<file path="src/rtl/text_entry_ctrl.sv">
// Keyboard-to-tile-RAM text entry controller: cursor tracking, backspace,
// line wrap with hardware scrolling, and line/screen clear sequencing.
module text_entry_ctrl #(
    parameter int unsigned COLS = 80,
    parameter int unsigned ROWS = 30,
    parameter logic [7:0]  FILL = 8'h20,
    localparam int unsigned CW  = $clog2(COLS),
    localparam int unsigned RW  = $clog2(ROWS)
) (
    input  logic          clk,
    input  logic          rst,
    input  logic          key_valid,
    input  logic [7:0]    key_ascii,
    output logic          key_ready,
    output logic          wr_en,
    output logic [RW-1:0] wr_row,
    output logic [CW-1:0] wr_col,
    output logic [7:0]    wr_data,
    output logic [RW-1:0] cur_row,
    output logic [CW-1:0] cur_col,
    output logic [RW-1:0] top_row,
    output logic          busy
);

    localparam logic [CW-1:0] COL_MAX = CW'(COLS - 1);
    localparam logic [RW-1:0] ROW_MAX = RW'(ROWS - 1);

    typedef enum logic [1:0] {StIdle, StClrLine, StClrAll} state_e;

    state_e        state;
    logic [RW-1:0] clr_row;
    logic [CW-1:0] clr_col;
    logic [RW-1:0] cur_phys;
    logic          accept;
    logic          printable;
    logic          do_newline;

    // (top + r) mod ROWS without widening: wrap when top exceeds the headroom above r.
    function automatic logic [RW-1:0] phys_row(input logic [RW-1:0] top, input logic [RW-1:0] r);
        if (top > ROW_MAX - r) begin
            return top - (ROW_MAX - r) - RW'(1);
        end
        return top + r;
    endfunction

    always_comb begin
        key_ready  = (state == StIdle) && !rst;
        busy       = (state != StIdle);
        accept     = key_valid && key_ready;
        printable  = (key_ascii >= 8'h20) && (key_ascii <= 8'h7E);
        do_newline = accept && ((printable && cur_col == COL_MAX) || key_ascii == 8'h0D);
        cur_phys   = phys_row(top_row, cur_row);
    end

    always_ff @(posedge clk) begin
        if (rst) begin
            state   <= StClrAll;
            clr_row <= '0;
            clr_col <= '0;
            wr_en   <= 1'b0;
            wr_row  <= '0;
            wr_col  <= '0;
            wr_data <= '0;
            cur_row <= '0;
            cur_col <= '0;
            top_row <= '0;
        end else begin
            wr_en <= 1'b0;
            unique case (state)
                StIdle: begin
                    if (accept) begin
                        if (printable) begin
                            wr_en   <= 1'b1;
                            wr_data <= key_ascii;
                            wr_row  <= cur_phys;
                            wr_col  <= cur_col;
                            cur_col <= cur_col + CW'(1);
                        end else if (key_ascii == 8'h08 && cur_col != '0) begin
                            wr_en   <= 1'b1;
                            wr_data <= FILL;
                            wr_row  <= cur_phys;
                            wr_col  <= cur_col - CW'(1);
                            cur_col <= cur_col - CW'(1);
                        end else if (key_ascii == 8'h0C) begin
                            cur_row <= '0;
                            cur_col <= '0;
                            top_row <= '0;
                            clr_row <= '0;
                            clr_col <= '0;
                            state   <= StClrAll;
                        end
                    end
                    // Overrides the column advance above when the key wraps.
                    if (do_newline) begin
                        cur_col <= '0;
                        if (cur_row == ROW_MAX) begin
                            top_row <= (top_row == ROW_MAX) ? '0 : top_row + RW'(1);
                            clr_row <= top_row;
                            clr_col <= '0;
                            state   <= StClrLine;
                        end else begin
                            cur_row <= cur_row + RW'(1);
                        end
                    end
                end
                StClrLine: begin
                    wr_en   <= 1'b1;
                    wr_data <= FILL;
                    wr_row  <= clr_row;
                    wr_col  <= clr_col;
                    if (clr_col == COL_MAX) begin
                        clr_col <= '0;
                        state   <= StIdle;
                    end else begin
                        clr_col <= clr_col + CW'(1);
                    end
                end
                StClrAll: begin
                    wr_en   <= 1'b1;
                    wr_data <= FILL;
                    wr_row  <= clr_row;
                    wr_col  <= clr_col;
                    if (clr_col == COL_MAX) begin
                        clr_col <= '0;
                        if (clr_row == ROW_MAX) begin
                            clr_row <= '0;
                            state   <= StIdle;
                        end else begin
                            clr_row <= clr_row + RW'(1);
                        end
                    end else begin
                        clr_col <= clr_col + CW'(1);
                    end
                end
                default: state <= StIdle;
            endcase
        end
    end

endmodule

</file>
<file path="config.mk">
export PLATFORM = sky130hd
export DESIGN_NAME = text_entry_ctrl
export DESIGN_NICKNAME = d
export VERILOG_FILES = /design/src/rtl/text_entry_ctrl.sv
export SDC_FILE = /design/constraint.sdc
export NUM_CORES = 1
export LEC_CHECK = 0
export BUFFER_PORTS_ARGS = -buffer_cell sky130_fd_sc_hd__buf_2
export CAP_MARGIN = 20
export CELL_PAD_IN_SITES_DETAIL_PLACEMENT = 0
export CELL_PAD_IN_SITES_GLOBAL_PLACEMENT = 1
export CORE_ASPECT_RATIO = 0.7
export CORE_UTILIZATION = 43
export CTS_CLUSTER_DIAMETER = 40
export DETAILED_ROUTE_END_ITERATION = 7
export PLACE_DENSITY = 0.89
export REMOVE_ABC_BUFFERS = 1
export SLEW_MARGIN = 20
export SYNTH_ARGS = -nofsm -noshare
export SYNTH_HDL_FRONTEND = slang
export SYNTH_SLANG_ARGS = --single-unit
</file>
<file path="constraint.sdc">
create_clock -name clk -period 3.1 [get_ports clk]
set_input_delay 0.155 -clock clk [delete_from_list [all_inputs] [get_ports clk]]
set_output_delay 0.155 -clock clk [all_outputs]
set_load 0.1 [all_outputs]
</file>
==> impl_metrics.csv <==
group,metric,value,unit
status,outcome,"finished, final reports clean",
floorplan,start_util,44.7,%
synth,synth_top_area_share,29.5,%
route,detail-route-antenna-nets,0,
cells_and_area,area_delta_synth_final,12.8,%
route,vias_per_cell,5.88,
floorplan,die_y,77.8,um
synth,ys_top_cells_by_area,"dfxtp_1 29%, ha_1 8.5%, nand2_1 5.6%",
synth,yosys-top-cells-count,"53 x nand2_1, 52 x dfxtp_1, 35 x a21oi_1, 27 x nand3_1, 27 x nor2_1",
placed_design,gp_congestion,0.910,
route,firstDrtPassIters,5,
grt,grt_usage,23.6,%
pwr,power_density,413,nW/um^2
pwr,p_comb_share,22.2,%
timing,slew_viol_final,0,
timing,fin_crit_sh,86.2,%
clock_network,cts_sinks,52,
timing,setup_tns,0,ns
grt,antenna_found_initial,0,
worst_hold_path,hold_path_class,"primary input to flip-flop",
timing,setup_ws,0.429,ns
clock_network,tritoncts,"done",
route,drt-total-wl,9.70,mm
synth,synth_area,3530,sq um
worst_setup_path,worst-r2r-setup-slack,0.43,ns
clock_network,hold_buffers,0,
timing,rsz0062_at_grt,"false",
clock_network,clock_latency,0.29,ns
synth,synth.most_common_cell,"nand2_1",
worst_setup_path,critPathLaunch,"cur_row[1]",
clock_network,clockRootBuffer,"clkbuf_16",
worst_setup_path,start_kind,"flip-flop",
worst_hold_path,hp-start,"rst",
timing,max_slew.worst_pin.slew,0.652,ns
worst_setup_path,r2r_end,"wr_row[3]",
synth,yosys_warnings,0,
cells_and_area,drive_gt1_share,16.8,%
synth,ys_seq_area_share,29.5,%
floorplan,num_rows,27,
worst_setup_path,path_max_fanout,9,
pwr,internal-power,1080,uW
synth,synth_cell_types,66,
placed_design,port_buffers,50,
timing,holdWs,0.105,ns
timing,slew_headroom,56.5,%
placed_design,dpl_worst_slack,0.477,ns
timing,period_minus_slack,2.67,ns
worst_setup_path,required,3.32,ns
clock_network,cts_buffers,5,
clock_network,ctsResizeCount,0,
floorplan,io_pins,51,
grt,grt_pass1_vias,2968,
timing,fmax,374,MHz
cells_and_area,n_antenna_cell,0,
route,drc,0,
placed_design,dp_hpwl,7.25,mm
cells_and_area,fin_nets,512,
pwr,leakagePower,0.00171,uW
synth,synth_area_leader_cell,"dfxtp_1",
clock_network,h-tree-depth,2,
worst_hold_path,hold_depth,2,
synth,synth_edf_count,0,
worst_setup_path,critical_path_class,"flip-flop to flip-flop",
pwr,share_seq_of_total_power,43.3,%
pwr,ir_drop,286,uV
pwr,netSwitchingFraction,34.6,%
grt,grt_max_degree,39,
worst_setup_path,timing.rr.start,"cur_row[1]",
synth,ys_ff_latch,52,
worst_setup_path,ff2ff_path_depth,10,
floorplan,core,7910,sq um
timing,hold_viol_final,0,
worst_setup_path,critical_path_arrival,2.89,ns
worst_setup_path,critPathCaptureType,"flip-flop",
timing,fin_skew,0.00605,ns
placed_design,dpl-instance-area,3830,sq um
worst_hold_path,hold-path-endpoint,"cur_col[2]",
synth,async_flop_share,0,%
route,num_vias,3394,
clock_network,clock_path_buffers,2,
pwr,power.net_switching,569,uW
run,cap_violations,0,
route,drt_iter0_markers,260,
synth,syn_avg_cell_area,8.06,sq um
timing,setup_viol,0,
grt,overflow,0,
cells_and_area,utilization,50.4,%
floorplan,dieArea,8580,sq um
floorplan,die_w,110,um
clock_network,clk_pin_slew,0.07,ns
clock_network,cts_setup_buffers,0,
route,routedWlPerCell,16.8,um
grt,grt_pass1_wl,15.8,mm
synth,ys.flop_type,"dfxtp_1",
pwr,p_clk_share,34.6,%
cells_and_area,final_cell_area,3980,sq um
synth,syn_inst,438,
[cell families after synthesis]
kind of cell    count (synthesis)  synth area share (%)
simple gates                  168                  25.6
compound gates                126                  24.8
flops                          52                  29.5
buf+inv                        45                  5.21
fa+ha+maj                      26                  9.64
xor+xnor                       18                  4.47
mux                             3                 0.851
[power by group through the flow]
stage	Combinational, uW	Sequential (uW)	Clock (uW)
4_1_cts	362	712	579
6_report	364	712	568
3_5_place_dp	361	727	0
3_3_place_gp	360	726	0
2_1_floorplan	145	854	0
5_1_grt	385	715	609
[flip-flops by register name, summed over array words and instances (netlist names)]
signal,count
wr_data,8
clr_col,7
cur_col,7
wr_col,7
clr_row,5
cur_row,5
top_row,5
wr_row,5
state,2
wr_en,1
[cell usage in the layout (no fill, tap or decap), types with 7 or more instances in the layout]
cell type | Yosys | final
nand2_1 | 53 | 53
nor3_1 | 8 | 8
a31oi_1 | 9 | 9
inv_1 | 20 | 20
o211ai_1 | 9 | 9
nand2b_1 | 8 | 8
and3_1 | 8 | 8
ha_1 | 24 | 24
nor2_1 | 27 | 27
o21ai_1 | 16 | 16
a21oi_1 | 35 | 35
nand3_1 | 27 | 27
dfxtp_1 | 52 | 52
a211oi_1 | 7 | 7
a21o_1 | 8 | 8
xnor2_1 | 13 | 13
buf_2 | 3 | 50
[per-layer routing]
metal | track usage [%] | routed length, um
met1 | 39.1 | 5310
met2 | 30.7 | 3870
met3 | 3.45 | 458
met4 | 4.87 | 63
met5 | 0 | 0
[area by class of cell]
type	instances	area, sq um
Multi-Input combinational cell	341	2300
Timing Repair Buffer	55	288
Tap cell	101	126
Clock inverter	3	22.5
Clock buffer	5	125
Fill cell	775	3920
Inverter	20	75.1
Sequential cell	52	1040
[metrics by stage]
step,power (uW),cells
final,1640,577
after global routing,1710,577
after CTS,1650,577
after detailed placement,1090,569
after global placement,1090,569
after floorplan,999,413
[critical path: stages, from the launching register on]
cell and delay, ns:
dfxtp_1 0.53, inv_1 0.17, ha_1 0.31, inv_1 0.04, ha_1 0.36, o21a_1 0.15
o31ai_1 0.06, a21oi_1 0.42, mux2i_1 0.31, o211ai_1 0.11, a21oi_1 0.13
[worst max-delay path by stage]
| stage | depth (start not counted) | end |
|---|---|---|
| 6_report | 10 | wr_row[3] |
| 5_1_grt | 10 | wr_row[3] |
| 4_1_cts | 10 | wr_row[3] |
| 3_5_place_dp | 10 | wr_row[3] |
| 3_3_place_gp | 10 | wr_row[3] |
| 2_1_floorplan | 6 | clr_row[4] |
No activity file was read; power rests on OpenSTA's default activity.
